$ cat config.mk
export PLATFORM = sky130hd
export DESIGN_NAME = order_queue
export DESIGN_NICKNAME = d
export VERILOG_FILES = /design/src/rtl/order_queue.sv
export SDC_FILE = /design/constraint.sdc
export NUM_CORES = 1
export LEC_CHECK = 0
export BUFFER_PORTS_ARGS = -buffer_cell sky130_fd_sc_hd__buf_2
export CAP_MARGIN = 20
export CORE_MARGIN = 5
export CORE_UTILIZATION = 60
export CTS_BUF_LIST = sky130_fd_sc_hd__clkbuf_16
export DETAILED_ROUTE_END_ITERATION = 12
export GPL_TIMING_DRIVEN = 0
export MAX_ROUTING_LAYER = met4
export PLACE_DENSITY = 0.8
export SETUP_SLACK_MARGIN = 0.05
export SYNTH_ARGS = -nofsm -noshare
export SYNTH_HDL_FRONTEND = slang
export SYNTH_SLANG_ARGS = --single-unit
$ cat constraint.sdc
create_clock -name clk -period 6.3 [get_ports clk]
set_clock_uncertainty 0.15 [all_clocks]
set_input_delay 1.575 -clock clk [delete_from_list [all_inputs] [get_ports clk]]
set_output_delay 1.575 -clock clk [all_outputs]
set_load 0.03 [all_outputs]
$ cat src/rtl/order_queue.sv
// order_queue: circular order buffer between the order generator and the matching engine.
// It supports hold and flush control and keeps a saturating count of dropped orders.
module order_queue #(
    parameter int unsigned DEPTH = 8,
    parameter int unsigned PW    = 8
) (
    input  logic                     clk,
    input  logic                     reset,
    input  logic                     in_valid,
    input  logic [PW-1:0]            in_buy,
    input  logic [PW-1:0]            in_sell,
    output logic                     in_ready,
    output logic                     out_valid,
    output logic [PW-1:0]            out_buy,
    output logic [PW-1:0]            out_sell,
    input  logic                     out_ready,
    input  logic                     hold,
    input  logic                     flush,
    output logic [$clog2(DEPTH):0]   level,
    output logic                     full,
    output logic                     empty,
    output logic [7:0]               drop_count
);

    localparam int unsigned AW = $clog2(DEPTH);
    localparam int unsigned LW = AW + 1;

    typedef enum logic [1:0] {
        ST_RUN   = 2'd0,
        ST_HOLD  = 2'd1,
        ST_FLUSH = 2'd2
    } state_t;

    state_t          r_state;
    logic [AW-1:0]   r_wr_ptr;
    logic [AW-1:0]   r_rd_ptr;
    logic [LW-1:0]   r_level;
    logic [7:0]      r_drop;
    logic [PW-1:0]   r_buy_mem  [DEPTH];
    logic [PW-1:0]   r_sell_mem [DEPTH];

    logic            w_full;
    logic            w_empty;
    logic            w_in_ready;
    logic            w_out_valid;
    logic            w_push;
    logic            w_pop;
    logic            w_drop;

    // Handshake and status decode from registered state and level
    assign w_full      = (r_level == LW'(DEPTH));
    assign w_empty     = (r_level == LW'(0));
    assign w_in_ready  = !w_full && (r_state != ST_FLUSH);
    assign w_out_valid = !w_empty && (r_state == ST_RUN);
    assign w_push      = in_valid && w_in_ready && (in_buy != '0) && (in_sell != '0);
    assign w_pop       = w_out_valid && out_ready;
    assign w_drop      = in_valid && !w_push;

    assign in_ready    = w_in_ready;
    assign out_valid   = w_out_valid;
    assign full        = w_full;
    assign empty       = w_empty;
    assign level       = r_level;
    assign drop_count  = r_drop;
    assign out_buy     = w_empty ? '0 : r_buy_mem[r_rd_ptr];
    assign out_sell    = w_empty ? '0 : r_sell_mem[r_rd_ptr];

    // Control FSM: flush wins over hold, and the flush state lasts one cycle unless flush is held
    always_ff @(posedge clk or posedge reset) begin
        if (reset) begin
            r_state <= ST_RUN;
        end else begin
            case (r_state)
                ST_RUN:   r_state <= flush ? ST_FLUSH : (hold ? ST_HOLD : ST_RUN);
                ST_HOLD:  r_state <= flush ? ST_FLUSH : (hold ? ST_HOLD : ST_RUN);
                ST_FLUSH: r_state <= flush ? ST_FLUSH : (hold ? ST_HOLD : ST_RUN);
                default:  r_state <= ST_RUN;
            endcase
        end
    end

    // Pointer and level bookkeeping; the flush cycle empties the queue
    always_ff @(posedge clk or posedge reset) begin
        if (reset) begin
            r_wr_ptr <= '0;
            r_rd_ptr <= '0;
            r_level  <= '0;
        end else if (r_state == ST_FLUSH) begin
            r_wr_ptr <= '0;
            r_rd_ptr <= '0;
            r_level  <= '0;
        end else begin
            if (w_push) r_wr_ptr <= r_wr_ptr + AW'(1);
            if (w_pop)  r_rd_ptr <= r_rd_ptr + AW'(1);
            case ({w_push, w_pop})
                2'b10:   r_level <= r_level + LW'(1);
                2'b01:   r_level <= r_level - LW'(1);
                default: r_level <= r_level;
            endcase
        end
    end

    // Saturating count of orders lost to overflow, flush or zero prices
    always_ff @(posedge clk or posedge reset) begin
        if (reset) begin
            r_drop <= '0;
        end else if (w_drop && (r_drop != 8'hFF)) begin
            r_drop <= r_drop + 8'd1;
        end
    end

    // Order storage, not reset: only entries between the pointers are ever read
    always_ff @(posedge clk) begin
        if (w_push) begin
            r_buy_mem[r_wr_ptr]  <= in_buy;
            r_sell_mem[r_wr_ptr] <= in_sell;
        end
    end

endmodule

After elaboration in Yosys (flattened, before gate mapping)
Memories as Yosys holds them, arrays and structs flattened. Index checks and enable logic that the tools add are counted.

$add $sub $neg: 5. Equal/unequal tests: 7. Multiplexer cells: 13. Reduce and logical (&&, ||, !) cells: 19.

Operator list (count): two-way mux 8 bit (2); nonzero test 8 bit (2); two-way mux 3 bit (4); adder 8 x 1 -> 8 bit, second input constant (1); logical AND 1 bit (8); inequality test 8 bit, second input constant (1); case mux 4 bit (2 select lines) (1); adder 3 x 1 -> 3 bit, second input constant (2); adder 4 x 1 -> 4 bit, second input constant (1); equality test 2 x 1 -> 1 bit, second input constant (2); equality test 2 bit, second input constant (2); equality test 4 bit, second input constant (1); logical NOT 4 bit (1); two-way mux 2 bit (2); two-way mux 4 bit (1); nonzero test 2 bit (2); subtractor 4 x 1 -> 4 bit, second input constant (1); logical NOT 1 bit (3); two-way mux 1 bit (3); nonzero test 3 bit (1); OR reduction 3 bit (1); logical NOT 2 bit (1); inequality test 2 bit, second input constant (1).

Bits in registers: 20. RAM bits: 128. Word-level logic and storage cells: 51. Memories: 2.

Memory list: r_buy_mem (depth 8, bits a word 8, rd ports 1, clocked after Yosys merged registers in 0, wr ports 1, line 39) `logic [PW-1:0] r_buy_mem [DEPTH];`; r_sell_mem (depth 8, bits a word 8, rd ports 1, clocked after Yosys merged registers in 0, wr ports 1, line 40) `logic [PW-1:0] r_sell_mem [DEPTH];`.

Longest topological paths before layout
Depth after elaboration: 9. Depth in mapped cells: 11.

Least setup slack after synthesis
OpenSTA, ideal clock, no wires.

Kind: input to register. Start: input port in_buy[0]. End: memory r_buy_mem[4][0] (enable). Library setup time: 436 ps. Arrival: 3748 ps. Slack: 1965 ps. Stages: 4. Buffers on the path: 0. Cells stage by stage: or4_1 -> o21a_4 -> nand3_4 -> nor4b_1.

Word-level cells in the longest chain between the ends: 5.

RTL lines: from (decl) (line 10) `input logic [PW-1:0] in_buy,`; nonzero test 8 bit (line 55) `assign w_push = in_valid && w_in_ready && (in_buy != '0) && (in_sell != '0);`; logical AND 1 bit (2 in a row) (line 55); two-way mux 1 bit (line 114) `if (w_push) begin`; two-way mux 1 bit (not written as such) (line 115) `r_buy_mem[r_wr_ptr] <= in_buy;`; to (decl) (line 39).

No other way between the ends.

Worst setup path after layout
Start: register r_rd_ptr[1]. End: output port out_buy[2].

Word-level cells in the longest chain between the ends: 2.

RTL lines: from (decl) (line 36) `logic [AW-1:0] r_rd_ptr;`; from (signal assigned) (line 94) `if (w_pop) r_rd_ptr <= r_rd_ptr + AW'(1);`; memory read (8 x 8 bit); two-way mux 8 bit (line 65) `assign out_buy = w_empty ? '0 : r_buy_mem[r_rd_ptr];`; to (decl) (line 14) `output logic [PW-1:0] out_buy,`.

No other way between the ends.

==> results.json <==
{
  "status": "complete, no violations",
  "cp.arrival_ps": 2590,
  "grt_max_degree": 21,
  "vdd_drop_max_v": 0.000328,
  "critical_path.startpoint_type": "register",
  "grt_overflow_total": 0,
  "cell_internal_pwr_mw": 2.01,
  "hold_violations": 0,
  "finish.instance_area_sq_um": 7220,
  "drt_iter0_drc": 457,
  "die_area_sq_um": 12300,
  "clock-sinks": 148,
  "ant_nets": 0,
  "worstPathMaxFanout": 10,
  "htreeDepth": 4,
  "synth-seq-area-share_pct": 71.4,
  "synth_fp_nets": 358,
  "grt_pass1_vias": 3504,
  "layout.nets": 442,
  "r2r_start": "r_state[1]",
  "portBuffers": 53,
  "synth.avg_cell_area_sq_um": 18.4,
  "slew-limit-headroom_pct": 33.5,
  "yosys_warnings": 0,
  "ctsHoldBuffers": 0,
  "initial_core_util_pct": 61.9,
  "maxCapViolCount": 0,
  "synth_async_sr_flop_share_pct": 13.5,
  "die_h_um": 111,
  "p_clk_share_pct": 30.6,
  "drt_wl_total_um": 13100,
  "numCtsBuffers": 17,
  "grt_pass1_wl_um": 20500,
  "hold-path-endpoint": "drop_count[5]",
  "worstPathRequired_ps": 4580,
  "syn_area_sq_um": 6080,
  "post_cts_buffers": 0,
  "critPathLaunch": "r_rd_ptr[1]",
  "antenna_found_initial": 0,
  "rows": 36,
  "diodes": 0,
  "p_comb_share_pct": 28.8,
  "p_leak_nw": 2.54,
  "synth-edff-count": 128,
  "power.share.sequential_pct": 40.6,
  "hold_depth": 1,
  "hold_start": "drop_count[5]",
  "vias": 3478,
  "dpl_cell_area_sq_um": 6680,
  "ys_seq_elements": 148,
  "place_congestion": 0.811,
  "drive_above_1_share_pct": 34.9,
  "place_hpwl_um": 8250,
  "maxSlewViolCount": 0,
  "syn_inst": 331,
  "timing.fmax_mhz": 232,
  "grtUsageTotal_pct": 23.3,
  "clock_latency_ps": 420,
  "wire_per_inst_um": 23.5,
  "viasPerCell": 6.21,
  "cp-end-kind": "output pin",
  "setup-tns-final_ps": 0,
  "cts-root-buf": "clkbuf_16",
  "synth_top_flop_cell": "edfxtp_1",
  "cts.clk_slew.worst_paths_ps": 60,
  "drc": 0,
  "clockBufferDepth": 2,
  "detail_route.first_pass.iterations": 5,
  "p_sw_share_pct": 33.2,
  "io_pins": 54,
  "net-switching-power_mw": 0.999,
  "hold_path_class": "register to register",
  "worst_pin_slew_ps": 995,
  "min_period_ps": 4310,
  "rsz0062_at_grt": "false",
  "power_density_nw_per_um2": 417,
  "core_sq_um": 9820,
  "setup_violations": 0,
  "fp.dieW_um": 111,
  "seqCellArea_sq_um": 4340,
  "synthDistinctLibCells": 44,
  "num-fill-cells": 600,
  "area_delta_synth_final_pct": 18.7,
  "reg2reg_to": "r_sell_mem[2][0]",
  "setup.worst_path.class": "register to output pin",
  "r2r_slack_ps": 3070,
  "p_total_mw": 3.01,
  "tritoncts": "yes",
  "post-route-period-util_pct": 68.4,
  "multi_input_area_sq_um": 1690,
  "cts_resized": 0,
  "reg2regPathDepth": 8
}
## worst max path at each step
stage          slack, ps                to  cells past startpoint
3_3_place_gp          20  r_sell_mem[2][2]                      5
6_report            1990        out_buy[2]                      6
2_1_floorplan       1970   r_buy_mem[4][0]                      4
5_1_grt             1810        out_buy[2]                      6
3_5_place_dp        1800          level[2]                      9
4_1_cts             1940        out_buy[1]                      6
## worst max-delay path, stage by stage, from the launching register on
cell,delay (ps)
dfrtp_1,350
clkbuf_1,290
clkbuf_1,620
mux4_2,430
mux2i_1,230
nor2_1,70
buf_2,180
## cells by family (layout without fill, tap and decap cells)
group                    count (synthesis)  count (layout)  share of synthesized area, %
buffers and inverters                   22             118                          1.52
multiplexers                            53              53                          15.3
adder cells (fa/ha/maj)                  5               5                          1.03
flip-flops                             148             148                          71.4
XOR/XNOR                                13              13                          1.87
AND/OR/NAND/NOR                         74              74                          6.75
AO/OA/AOI/OAI                           16              16                          2.08
## Yosys cell counts, types with 3 or more instances
library cell / count / area share, %
edfxtp_1: 128 / 63
mux4_2: 32 / 12
nor2_1: 22 / 1.4
dfrtp_1: 20 / 8.2
mux2i_1: 20 / 3.3
nand2_1: 12 / 0.74
xnor2_1: 9 / 1.3
buf_2: 7 / 0.58
clkbuf_1: 7 / 0.43
inv_1: 6 / 0.37
ha_1: 5 / 1.0
nand3_1: 5 / 0.41
nand4_1: 4 / 0.41
nor3_1: 4 / 0.33
nor4_1: 4 / 0.41
nor4b_1: 4 / 0.58
xor2_1: 4 / 0.58
a21oi_1: 3 / 0.25
nor3b_1: 3 / 0.37
## metal layers
layer / track usage [%] / vias to the layer above / share of wire, %
met5: - / - / 0
li1: - / 1502 / -
met1: 31.7 / 1782 / 41
met2: 35.8 / 172 / 50
met3: 5.62 / 22 / 7.2
met4: 7.14 / 0 / 1.5
## cell type report
type | count | share of cell area (%)
flip-flops and latches | 148 | 60.2
multi-input cells | 161 | 23.4
clock buffers | 17 | 5.89
repair buffers | 65 | 5.39
well taps | 133 | 2.30
clock inverters | 14 | 1.61
plain buffers | 16 | 0.970
inverters | 6 | 0.312
## power groups by stage
| stage | clock (mW) | combinational, mW | sequential, mW |
|---|---|---|---|
| floorplan | 0 | 0.559 | 1.28 |
| global placement | 0 | 0.834 | 1.23 |
| detailed placement | 0 | 0.869 | 1.24 |
| CTS | 0.927 | 0.878 | 1.22 |
| global route | 0.970 | 0.935 | 1.23 |
| finish | 0.921 | 0.867 | 1.22 |
## placed cells by master (no fill, tap or decap), drive strengths merged, types with 6 or more instances in the layout
master  synthesis  layout
dfrtp          20      20
edfxtp        128     128
nor2           22      22
nand3           6       6
nand2          12      12
xnor2           9       9
inv             6       8
clkbuf          8      25
clkinv          0       6
mux4           32      32
mux2i          20      20
buf             8      73
## per-stage QoR
stage / hold WS, ps / cells / utilization [%] / worst slack, ps
final: 348 / 560 / 73.5 / 1990
after global routing: 368 / 560 / 73.5 / 1810
after CTS: 353 / 560 / 73.5 / 1940
after detailed placement: 342 / 529 / 68.0 / 1800
after global placement: 325 / 517 / 66.3 / 21.2
after floorplan: 346 / 331 / - / 1970
## flip-flops by register name, summed over array words and instances (netlist names)
signal / count
r_buy_mem: 64
r_sell_mem: 64
drop_count: 8
level: 4
r_rd_ptr: 3
r_wr_ptr: 3
r_state: 2
Power figures use the tool's default switching activity.
